File: config.mk
export PLATFORM = sky130hd
export DESIGN_NAME = digitron_scan_decoder
export DESIGN_NICKNAME = d
export VERILOG_FILES = /design/src/rtl/digitron_scan_decoder.sv
export SDC_FILE = /design/constraint.sdc
export NUM_CORES = 1
export LEC_CHECK = 0
export BUFFER_PORTS_ARGS = -buffer_cell sky130_fd_sc_hd__buf_4
export CELL_PAD_IN_SITES_DETAIL_PLACEMENT = 1
export CELL_PAD_IN_SITES_GLOBAL_PLACEMENT = 2
export CORE_MARGIN = 1.5
export CORE_UTILIZATION = 34
export DETAILED_ROUTE_END_ITERATION = 10
export GPL_TIMING_DRIVEN = 0
export PLACE_DENSITY_LB_ADDON = 0.25
export SYNTH_ARGS = -nofsm -noshare
export SYNTH_HDL_FRONTEND = slang
export SYNTH_SLANG_ARGS = --single-unit
File: constraint.sdc
create_clock -name CLK -period 4.05 [get_ports CLK]
set_input_delay 0.81 -clock CLK [delete_from_list [all_inputs] [get_ports CLK]]
set_output_delay 0.81 -clock CLK [all_outputs]
set_load 0.01 [all_outputs]
File: src/rtl/digitron_scan_decoder.sv
// ---------------------------------------------------------------------------
// digitron_scan_decoder
//
// Receive side of a multiplexed seven-segment display link. It watches the
// segment bus together with the active-low digit selects, and waits until a
// (select, segment) pair has stayed unchanged long enough before accepting
// it. Each accepted pair is decoded back to BCD. The block collects slot 0
// (TimerL), slot 1 (TimerH) and slot 2 (Player_Number) into shadow registers
// and publishes a complete frame with a one-cycle Frame_Valid strobe.
//
// Parameters
//   STABLE_CNT    : number of consecutive sampling edges before a pair is
//                   accepted (2..255)
//   FRAME_TIMEOUT : number of edges without a completed frame before
//                   Link_Lost asserts (16-bit)
//
// Ports
//   CLK           in   system clock; every register uses the rising edge
//   RSTn          in   synchronous active-low reset
//   Digitron_In   in   segment bus, bit0=a .. bit6=g, bit7=dp (ignored)
//   DigitronCS_In in   digit select, active-low, one-cold
//   Player_Number out  decoded slot-2 digit of the last complete frame
//   TimerH        out  decoded slot-1 digit of the last complete frame
//   TimerL        out  decoded slot-0 digit of the last complete frame
//   Frame_Valid   out  one-cycle pulse when the outputs load a new frame
//   Seg_Error     out  one-cycle pulse when an undecodable pattern is accepted
//   Link_Lost     out  level; no frame has completed for FRAME_TIMEOUT edges
// ---------------------------------------------------------------------------
module digitron_scan_decoder #(
  parameter int unsigned STABLE_CNT    = 4,
  parameter int unsigned FRAME_TIMEOUT = 2047
) (
  input  logic       CLK,
  input  logic       RSTn,
  input  logic [7:0] Digitron_In,
  input  logic [3:0] DigitronCS_In,
  output logic [3:0] Player_Number,
  output logic [3:0] TimerH,
  output logic [3:0] TimerL,
  output logic       Frame_Valid,
  output logic       Seg_Error,
  output logic       Link_Lost
);

  // Acceptance happens on the edge at which the dwell count would reach
  // STABLE_CNT, so the register is compared against STABLE_CNT-1.
  localparam logic [7:0]  STABLE_LAST   = 8'(STABLE_CNT - 1);
  localparam logic [15:0] TIMEOUT_MAX   = 16'(FRAME_TIMEOUT);
  localparam logic [15:0] TIMEOUT_PRE   = 16'(FRAME_TIMEOUT - 1);
  localparam logic [6:0]  BLANK_PATTERN = 7'h3F;
  localparam int          NUM_DATA      = 3;
  localparam logic [1:0]  BLANK_SLOT    = 2'd3;

  typedef enum logic [1:0] {
    S_IDLE,
    S_SETTLE,
    S_HELD
  } state_t;

  // -------------------------------------------------------------------------
  // Decode helpers
  // -------------------------------------------------------------------------

  // Returns {valid, slot}. Only one-cold selects map to a slot.
  function automatic logic [2:0] decode_select(input logic [3:0] cs);
    logic [2:0] res;
    res = 3'b000;
    case (cs)
      4'b1110: res = {1'b1, 2'd0};
      4'b1101: res = {1'b1, 2'd1};
      4'b1011: res = {1'b1, 2'd2};
      4'b0111: res = {1'b1, 2'd3};
      default: res = 3'b000;
    endcase
    return res;
  endfunction

  // Returns {valid, bcd}. Only the ten canonical digit shapes are legal.
  function automatic logic [4:0] decode_segments(input logic [6:0] seg);
    logic [4:0] res;
    res = 5'b0_0000;
    case (seg)
      7'h3F: res = {1'b1, 4'd0};
      7'h06: res = {1'b1, 4'd1};
      7'h5B: res = {1'b1, 4'd2};
      7'h4F: res = {1'b1, 4'd3};
      7'h66: res = {1'b1, 4'd4};
      7'h6D: res = {1'b1, 4'd5};
      7'h7D: res = {1'b1, 4'd6};
      7'h07: res = {1'b1, 4'd7};
      7'h7F: res = {1'b1, 4'd8};
      7'h6F: res = {1'b1, 4'd9};
      default: res = 5'b0_0000;
    endcase
    return res;
  endfunction

  // -------------------------------------------------------------------------
  // Registers
  // -------------------------------------------------------------------------
  state_t      state_q, state_d;
  logic [1:0]  slot_q, slot_d;        // latched slot of the current dwell
  logic [6:0]  seg_q, seg_d;          // latched pattern of the current dwell
  logic [7:0]  dwell_q, dwell_d;      // edges the latched pair has persisted
  logic [2:0]  seen_q, seen_d;        // slots accepted since the last frame
  logic [11:0] shadow_q, shadow_d;    // per-slot digits, 4 bits each
  logic [11:0] frame_q, frame_d;      // published frame, 4 bits per slot
  logic [15:0] tmo_q, tmo_d;          // edges since the last completed frame
  logic        frame_valid_q, frame_valid_d;
  logic        seg_error_q, seg_error_d;
  logic        link_lost_q, link_lost_d;

  // The decimal point carries no information for this link.
  logic unused_dp;
  assign unused_dp = Digitron_In[7];

  // -------------------------------------------------------------------------
  // Input pair decode
  // -------------------------------------------------------------------------
  logic [2:0] cur_sel;
  logic       cur_valid;
  logic [1:0] cur_slot;
  logic [6:0] cur_seg;
  logic       pair_match;

  assign cur_sel    = decode_select(DigitronCS_In);
  assign cur_valid  = cur_sel[2];
  assign cur_slot   = cur_sel[1:0];
  assign cur_seg    = Digitron_In[6:0];
  assign pair_match = (cur_slot == slot_q) && (cur_seg == seg_q);

  // -------------------------------------------------------------------------
  // Dwell FSM
  // -------------------------------------------------------------------------
  logic accept;

  always_comb begin
    state_d = state_q;
    slot_d  = slot_q;
    seg_d   = seg_q;
    dwell_d = dwell_q;
    accept  = 1'b0;

    case (state_q)
      S_IDLE: begin
        if (cur_valid) begin
          state_d = S_SETTLE;
          slot_d  = cur_slot;
          seg_d   = cur_seg;
          dwell_d = 8'd1;
        end
      end

      S_SETTLE: begin
        if (!cur_valid) begin
          state_d = S_IDLE;
          dwell_d = 8'd0;
        end else if (pair_match) begin
          if (dwell_q == STABLE_LAST) begin
            // The pair has now been seen on STABLE_CNT consecutive edges.
            accept  = 1'b1;
            state_d = S_HELD;
            dwell_d = dwell_q + 8'd1;
          end else begin
            dwell_d = dwell_q + 8'd1;
          end
        end else begin
          slot_d  = cur_slot;
          seg_d   = cur_seg;
          dwell_d = 8'd1;
        end
      end

      S_HELD: begin
        // The dwell was already accepted; only a change restarts the count.
        if (!cur_valid) begin
          state_d = S_IDLE;
          dwell_d = 8'd0;
        end else if (!pair_match) begin
          state_d = S_SETTLE;
          slot_d  = cur_slot;
          seg_d   = cur_seg;
          dwell_d = 8'd1;
        end
      end

      default: begin
        state_d = S_IDLE;
        dwell_d = 8'd0;
      end
    endcase
  end

  // -------------------------------------------------------------------------
  // Acceptance decode. At an acceptance edge the live pair equals the latch,
  // so the latched copy is used to keep this path off the input pins.
  // -------------------------------------------------------------------------
  logic [4:0] acc_dec;
  logic       acc_digit_ok;
  logic [3:0] acc_digit;
  logic       acc_data_slot;
  logic       digit_write;
  logic       seg_bad_data;
  logic       seg_bad_blank;

  assign acc_dec       = decode_segments(seg_q);
  assign acc_digit_ok  = acc_dec[4];
  assign acc_digit     = acc_dec[3:0];
  assign acc_data_slot = (slot_q != BLANK_SLOT);
  assign digit_write   = accept && acc_data_slot && acc_digit_ok;
  assign seg_bad_data  = accept && acc_data_slot && !acc_digit_ok;
  // The blank slot is only a sanity check on the scan: it must show "0".
  assign seg_bad_blank = accept && !acc_data_slot && (seg_q != BLANK_PATTERN);

  // -------------------------------------------------------------------------
  // Per-slot shadow, seen and output loading
  // -------------------------------------------------------------------------
  logic [2:0] seen_set;
  logic [2:0] seen_clr;
  logic       frame_done;

  // Completion looks at the seen bits from before this edge, so a timeout
  // landing on the same edge cannot prevent the frame from completing.
  assign frame_done = digit_write && ((seen_q | seen_set) == 3'b111);

  for (genvar gi = 0; gi < NUM_DATA; gi++) begin : g_slot
    logic slot_hit;
    assign slot_hit     = accept && (slot_q == 2'(gi));
    assign seen_set[gi] = slot_hit && acc_digit_ok;
    assign seen_clr[gi] = slot_hit && !acc_digit_ok;

    assign shadow_d[gi*4 +: 4] = seen_set[gi] ? acc_digit : shadow_q[gi*4 +: 4];

    // The digit accepted on the completing edge bypasses its shadow.
    assign frame_d[gi*4 +: 4]  = frame_done ? shadow_d[gi*4 +: 4]
                                            : frame_q[gi*4 +: 4];
  end

  // -------------------------------------------------------------------------
  // Frame timeout and seen bookkeeping
  // -------------------------------------------------------------------------
  logic       timeout_hit;
  logic [2:0] seen_base;

  // Fires only on the edge the counter reaches the limit, not while it sits
  // saturated; otherwise the seen bits could never accumulate after a stall.
  assign timeout_hit = !frame_done && (tmo_q == TIMEOUT_PRE);

  always_comb begin
    seen_base = seen_q;
    seen_d    = seen_q;
    tmo_d     = tmo_q;

    if (frame_done) begin
      seen_d = 3'b000;
      tmo_d  = 16'd0;
    end else begin
      // A digit accepted on the timeout edge is fresh and survives the clear.
      seen_base = timeout_hit ? 3'b000 : seen_q;
      seen_d    = (seen_base | seen_set) & ~seen_clr;
      if (tmo_q != TIMEOUT_MAX) begin
        tmo_d = tmo_q + 16'd1;
      end
    end
  end

  always_comb begin
    link_lost_d = link_lost_q;
    if (frame_done) begin
      link_lost_d = 1'b0;
    end else if (timeout_hit) begin
      link_lost_d = 1'b1;
    end
  end

  assign frame_valid_d = frame_done;
  assign seg_error_d   = seg_bad_data || seg_bad_blank;

  // -------------------------------------------------------------------------
  // State registers
  // -------------------------------------------------------------------------
  always_ff @(posedge CLK) begin
    if (!RSTn) begin
      state_q       <= S_IDLE;
      slot_q        <= 2'd0;
      seg_q         <= 7'd0;
      dwell_q       <= 8'd0;
      seen_q        <= 3'b000;
      shadow_q      <= 12'd0;
      frame_q       <= 12'd0;
      tmo_q         <= 16'd0;
      frame_valid_q <= 1'b0;
      seg_error_q   <= 1'b0;
      link_lost_q   <= 1'b0;
    end else begin
      state_q       <= state_d;
      slot_q        <= slot_d;
      seg_q         <= seg_d;
      dwell_q       <= dwell_d;
      seen_q        <= seen_d;
      shadow_q      <= shadow_d;
      frame_q       <= frame_d;
      tmo_q         <= tmo_d;
      frame_valid_q <= frame_valid_d;
      seg_error_q   <= seg_error_d;
      link_lost_q   <= link_lost_d;
    end
  end

  assign TimerL        = frame_q[3:0];
  assign TimerH        = frame_q[7:4];
  assign Player_Number = frame_q[11:8];
  assign Frame_Valid   = frame_valid_q;
  assign Seg_Error     = seg_error_q;
  assign Link_Lost     = link_lost_q;

endmodule

==> impl_results.md, run 1 <==
- Status: finished, final reports clean
- Slowest cell on crit path: a2111oi_4
- Max-slew headroom: between 40 and 50%
- Final hold vios: 0
- PD cells: 341 nW/um2
- Post-Syn Area per Cell: about 8.5 um2
- YS warnings: 0
- Top Layer Used: met4
- Pleak: about 1.3 nW
- Total Routing Usage GR: 18.6%
- Final HPWL DP: between 6000 and 7000 um
- Critical path arrival: 3090 ps
- Sequential share of power: 48.6%
- P&R area growth vs syn: 16.0%
- Met1 wire length: roughly 4400 um
- P_sw: 372 uW
- Ys flop type: dfxtp_1
- Fin nets: between 400 and 500
- Chip height: just over 100 um
- First-pass GRT wire length: between 15000 and 20000 um
- Die ar.: 10700 um2
- Fillcell total: 1201
- Synth Net Count: about 420
- Metal2 WL: around 4300 um
- Clock sinks: 65
- Worst Tran Pin Value: between 800 and 900 ps
- VDD IR max: about 0.00015 V
- Post-synth ARST share: 0%
- CP max stage delay: between 400 and 500 ps
- Combinational Power Share: under 10%
- Design Power: approximately 1.4 mW
- Post-synth EDFFs: 0
- Via/cell ratio: approximately 5.4
- # DRC: 0
- Post-DRT Antenna Nets: 0
- Crit-path cells: buf_2, or3b_1, a21oi_1, o311ai_4, a2111oi_4, buf_2, o2111ai_1, o21ai_0
- Fmax: between 300 and 400 MHz
- Core area: about 9800 um2
- Worst Setup End Kind: register
- Max Cap Viol: 0
- Initial Utilization: a little over a third
- Setup TNS: 0 ps
- CP required: around 4300 ps
- Input/output buffers: 24
- Worst hold stages: 2
- Post-CTS setup buffer count: 0
- Max FO, Critical Path: 10
- Post-synthesis sequential area ratio: between 30% and 40%
- CTS resizes: 0
- Fin. max-slew vios: 0
- Clock Path Buffers: 2
- P_int: about 980 uW
- Clock H-tree levels: 3
- Worst skew pair latency: 350 ps
- Design area: between 3000 and 4000 um2
- TritonCTS clock tree: yes
- CTS Buf Count: 9
- Mapped Area: roughly 3400 um2
- Drt wl/cell: roughly 16 um
- Placer congestion estimate: 0.784
- Post-route clock period utilization: a little over two thirds
- R2R cell count: 8
- Row cnt: 36
- Root Buffer: clkbuf_8
- Final wirelength: roughly 9000 um
- Share of post-route cells with drive strength above 1: between 10% and 20%
- I/O pins: 29
- Hold slack: approximately 460 ps
- Cells after Synth: roughly 400
- Cell variety after synth: 60
- Fin Clk Skew: 12.1 ps
- Routed met3 length: between 200 and 250 um
- GRT Residual Overflow: 0
- Clk slew on worst S/H paths: roughly 80 ps
- Largest net degree at the start of global routing: 14
- Vias after detailed routing: approximately 3100
- Post-placement cell area: ~3800 um2
- RSZ-0062 raised after global routing: false
- Initial antenna violation count: 0
- First drt pass iteration count: 4
- DR iter-0 viols: about 100
- Die W: just over 100 um
- Most used cell, CP: buf_2
- Hold Crit Class: register to register
- Worst setup SP type: input port
- WS Path Type: input port to register
- Tmin final: around 2800 ps
- Post-cts hold buffer count: 0
- Switching part of the total: roughly 27%
- Yosys reg bits: 65
- Final core occ: 40.6%
- Clock Power Share: a little over two fifths
- Final setup fails: 0
- Number of global-route vias before repair: ~3100
- Antenna cell count: 0
power groups by stage:
| stage | registers, mW | clock network [mW] | logic [mW] |
|---|---|---|---|
| finish | 0.659 | 0.572 | 0.125 |
| global route | 0.660 | 0.616 | 0.139 |
| CTS | 0.659 | 0.595 | 0.126 |
| detailed placement | 0.674 | 0 | 0.126 |
| global placement | 0.673 | 0 | 0.122 |
| floorplan | 0.671 | 0 | 0.0901 |
cell families (layout without fill, tap and decap cells):
kind of cell	count (synthesis)	in the layout	synth area share, %
AND/OR/NAND/NOR	171	171	26.3
AO/OA/AOI/OAI	95	95	19.9
flip-flops	65	65	38.0
buffers and inverters	29	69	3.84
XOR/XNOR	22	22	5.63
multiplexers	13	13	3.80
adder cells (fa/ha/maj)	7	7	2.56
cells in the final DEF, fill, tap and decap left out, types with 4 or more instances in the layout:
cell type / Yosys / routed
clkbuf_8: 0 / 9
nor3_1: 11 / 11
nand3_1: 19 / 19
o22ai_1: 4 / 4
a211oi_1: 8 / 8
nand2_1: 38 / 38
xor2_1: 17 / 17
mux2i_1: 13 / 13
o21ai_0: 16 / 16
xnor2_1: 5 / 5
a31oi_1: 6 / 6
buf_2: 12 / 12
ha_1: 7 / 7
dfxtp_1: 65 / 65
a21oi_1: 30 / 30
buf_4: 0 / 24
nor2_1: 41 / 41
nand2b_1: 17 / 17
inv_1: 9 / 9
and3_1: 7 / 7
nand4_1: 8 / 8
clkbuf_1: 7 / 7
or3_1: 6 / 6
cells in the mapped netlist (3+ instances only):
master	n	share of area (%)
o22ai_1	4	0.73
nand3_1	19	2.8
nand4_1	8	1.5
nand2b_1	17	3.1
o21ai_0	16	2.3
inv_1	9	0.99
nor2_1	41	4.5
o211ai_1	3	0.66
nand2_1	38	4.2
a211oi_1	8	1.8
mux2i_1	13	3.8
xor2_1	17	4.3
ha_1	7	2.6
nor3_1	11	1.6
nor3_2	3	0.88
clkbuf_1	7	0.77
dfxtp_1	65	38
nor2b_1	3	0.55
or3_1	6	1.1
and3_1	7	1.3
a21oi_1	30	4.4
xnor2_1	5	1.3
a31oi_1	6	1.1
buf_2	12	1.8
metal layers:
| metal | global-route usage (%) | vias up |
|---|---|---|
| met1 | 23.7 | 1509 |
| met2 | 31.6 | 35 |
| li1 | - | 1526 |
| met4 | 7.17 | 0 |
| met5 | 0 | - |
| met3 | 3.09 | 11 |
worst paths after layout:
check                           slack (ps)             start          to
worst max register to register        1270          seg_q[5]  frame_q[0]
worst min-delay path                   460         Link_Lost   Link_Lost
worst max-delay path                  1240  DigitronCS_In[3]  frame_q[0]
worst min register to register         460         Link_Lost   Link_Lost
final cells by class:
type | count | area [um2] | area share, %
clock inverters | 7 | 77.6 | 1.95
well taps | 133 | 166 | 4.19
repair buffers | 24 | 180 | 4.54
inverters | 9 | 33.8 | 0.850
flip-flops and latches | 65 | 1300 | 32.8
plain buffers | 20 | 97.6 | 2.46
multi-input cells | 308 | 1990 | 50.1
clock buffers | 9 | 124 | 3.12
critical path, delay by kind of cell:
family	cells	cell delay, ps
buffers and inverters	2	510
and+or+nand+nor	1	360
AOI/OAI and AO/OA	5	1410
sequential cells by signal, summed over array words and instances (netlist names):
signal and cells:
slot_q 2, state_q 2, seg_q 7, Seg_Error 1, Frame_Valid 1, tmo_q 16, frame_q 12, seen_q 3
shadow_q 12, dwell_q 8, Link_Lost 1
metrics by stage:
step / setup WS (ps) / std cells
2_1_floorplan: 1360 / 402
3_3_place_gp: 925 / 559
3_5_place_dp: 879 / 559
4_1_cts: 1260 / 575
5_1_grt: 987 / 575
6_report: 1240 / 575
(Power assumes the default switching activity.)
==> inputs of run 2 (changes only) <==
- clock period: 4.05 -> 2.7 ns (I/O delays scaled with it)
==> run 2 against run 1 <==
Setup slack worse by 1100 ps. Critical path depth stayed put. Clock skew hardly changed. Critical path type is now register to register. Total power up 50%. Largest power group unchanged. Cell count rose by 0.70%. First-iteration DRC count up 12%.
==> impl_results.md, run 2 (synthesis gave the netlist of run 1 again) <==
- Status: finished, final reports clean (unchanged)
- Max FO, Critical Path: 10 (unchanged)
- Share of post-route cells with drive strength above 1: 16.1% (was 15.2%)
- CP required: 2970 ps (was 4330 ps)
- Flip-flop count of the largest register after layout: 16 (unchanged)
- Post-Place Cells: 559 (unchanged)
- Critical path arrival: 2830 ps (was 3090 ps)
- P&R area growth vs syn: 17.6% (was 16.0%)
- Number of global-route vias before repair: 3148 (was 3138)
- Biggest register: tmo_q (unchanged)
- Core area: 9770 um2 (unchanged)
- Fmax: 391 MHz
- Initial Utilization: 35.0% (unchanged)
- Final hold vios: 0 (unchanged)
- Largest net degree at the start of global routing: 14 (unchanged)
- Largest registers: tmo_q (16), frame_q (12), shadow_q (12) (unchanged)
- Max-slew headroom: 46.7% (was 45.2%)
- Die ar.: 10700 um2 (unchanged)
- Final setup fails: 0 (unchanged)
- Hold Crit Class: input port to register (was register to register)
- Reg2Reg Launch Point: seg_q[0] (was seg_q[5])
- VDD IR max: 0.000226 V (was 0.000151 V)
- Worst hold stages: 3 (was 2)
- Worst Tran Pin Value: 794 ps (was 818 ps)
- Worst hold start: Digitron_In[4] (was Link_Lost)
- GRT Residual Overflow: 0 (unchanged)
- Most common cell after layout, fill and taps aside: dfxtp_1 (unchanged)
- Clk slew on worst S/H paths: 70 ps (was 80 ps)
- Tmin final: 2560 ps
- Antenna cell count: 0 (unchanged)
- Final wirelength: 9220 um (was 9140 um)
- Pleak: 1.36 nW (was 1.34 nW)
- DR iter-0 viols: 116 (was 104)
- Worst setup SP type: register (was input port)
- Non-Filler Instances: 579 (was 575)
- Slowest cell on crit path: a211oi_4 (was a2111oi_4)
- # DRC: 0 (unchanged)
- Post-placement cell area: 3770 um2 (unchanged)
- Vias after detailed routing: 3101 (was 3081)
- Design area: 4030 um2 (was 3970 um2)
- Final core occ: 41.2% (was 40.6%)
- Fin Clk Skew: 12.3 ps (was 12.1 ps)
- First-pass GRT wire length: 15300 um (about the same)
- FF-to-FF End: frame_q[4] (was frame_q[0])
- RSZ-0062 raised after global routing: true (was false)
- Max Cap Viol: 0 (unchanged)
- I/O pins: 29 (unchanged)
- PD cells: 506 nW/um2 (was 341 nW/um2)
- Input/output buffers: 24 (unchanged)
- Initial antenna violation count: 0 (unchanged)
- First drt pass iteration count: 4 (unchanged)
- CTS Buf Count: 9 (unchanged)
- Fin. max-slew vios: 0 (unchanged)
- Total Routing Usage GR: 18.7% (was 18.6%)
- Clock H-tree levels: 3 (unchanged)
- Post-cts hold buffer count: 0 (unchanged)
- Drt wl/cell: 15.9 um (about the same)
- CP max stage delay: 500 ps (was 490 ps)
- Worst R2R Setup Slack: 140 ps (was 1270 ps)
- Worst Setup End Kind: register (unchanged)
- Final HPWL DP: 6740 um (unchanged)
- Worst skew pair latency: 350 ps (about the same)
- Post-route clock period utilization: 94.8%
- WS Path Type: register to register (was input port to register)
- Crit-path cells: buf_2, or3b_1, a211oi_1, a21oi_1, buf_2, a211oi_4, o221ai_1, a21oi_1 (was buf_2, or3b_1, a21oi_1, o311ai_4, a2111oi_4, buf_2, o2111ai_1, o21ai_0)
- Root Buffer: clkbuf_8 (unchanged)
- Row cnt: 36 (unchanged)
- Fin nets: 462 (was 458)
- Die W: 103 um (unchanged)
- Commonest cells after routing, fill and taps aside: dfxtp_1, nor2_1, nand2_1 (unchanged)
- Clock Path Buffers: 2 (unchanged)
- TritonCTS clock tree: yes (unchanged)
- R2R cell count: 8 (unchanged)
- Via/cell ratio: 5.36 (about the same)
- Hold EP: seg_q[4] (was Link_Lost)
- Placer congestion estimate: 0.784 (unchanged)
- Chip height: 103 um (unchanged)
- Clock sinks: 65 (unchanged)
- Post-DRT Antenna Nets: 0 (unchanged)
-- run 2: cell count changes in the layout (fill, tap and decap cells not counted), sizes merged --
cell,previous run,this run
buf,37,41
-- run 2: metrics by stage --
stage / setup WS (ps) / TNS, ps / hold WS [ps] / power (mW)
after CTS: 55.5 / 0 / 435 / 2.07
final: 141 / 0 / 451 / 2.04
after detailed placement: -201 / -4960 / 449 / 1.20
after global placement: -155 / -3100 / 439 / 1.19
after floorplan: 278 / 0 / 432 / 1.14
after global routing: -99.5 / -345 / 454 / 2.13
-- run 2: cell type report --
class | instances | area [um2]
timing repair buffer | 28 | 210
sequential | 65 | 1300
fill | 1199 | 5750
tap | 133 | 166
clock buffer | 9 | 124
inverter | 9 | 33.8
clock inverter | 7 | 77.6
multi-input combinational | 308 | 2020
buffer | 20 | 97.6
-- run 2: what timing repair did --
action,CTS,global route
endpoints found under the setup margin,27,41
pin swaps,2,1
buffers inserted,2,2
resized for setup,0,4
-- run 2: routing by layer --
metal	global-route usage [%]	wire length [um]	vias to the layer above	share of wire, %
met5	0	0	-	0
met4	7.17	160	0	1.7
met3	3.09	229	14	2.5
met2	31.7	4360	36	47
met1	23.6	4470	1517	48
li1	-	-	1534	-
-- run 2: worst max-delay path, delay by kind of cell, from the launching register on --
kind	cells	cell delay [ps]
AO/OA/AOI/OAI	5	1360
buffers and inverters	2	450
AND/OR/NAND/NOR	1	360
flip-flops	1	310
-- run 2: worst max-delay path by stage --
stage,startpoint,to,slack (ps),cells past startpoint
after detailed placement,DigitronCS_In[2],frame_q[0],-200,8
final,seg_q[0],frame_q[4],140,8
after global placement,DigitronCS_In[2],tmo_q[3],-160,8
after floorplan,DigitronCS_In[2],dwell_q[6],280,8
after global routing,dwell_q[0],shadow_q[1],-100,7
after CTS,slot_q[0],tmo_q[3],60,9
-- run 2: report_power, final --
part | internal (mW) | switching, mW | total, mW
registers | 0.972 | 0.0159 | 0.988
clock network | 0.434 | 0.422 | 0.856
logic | 0.0712 | 0.123 | 0.194
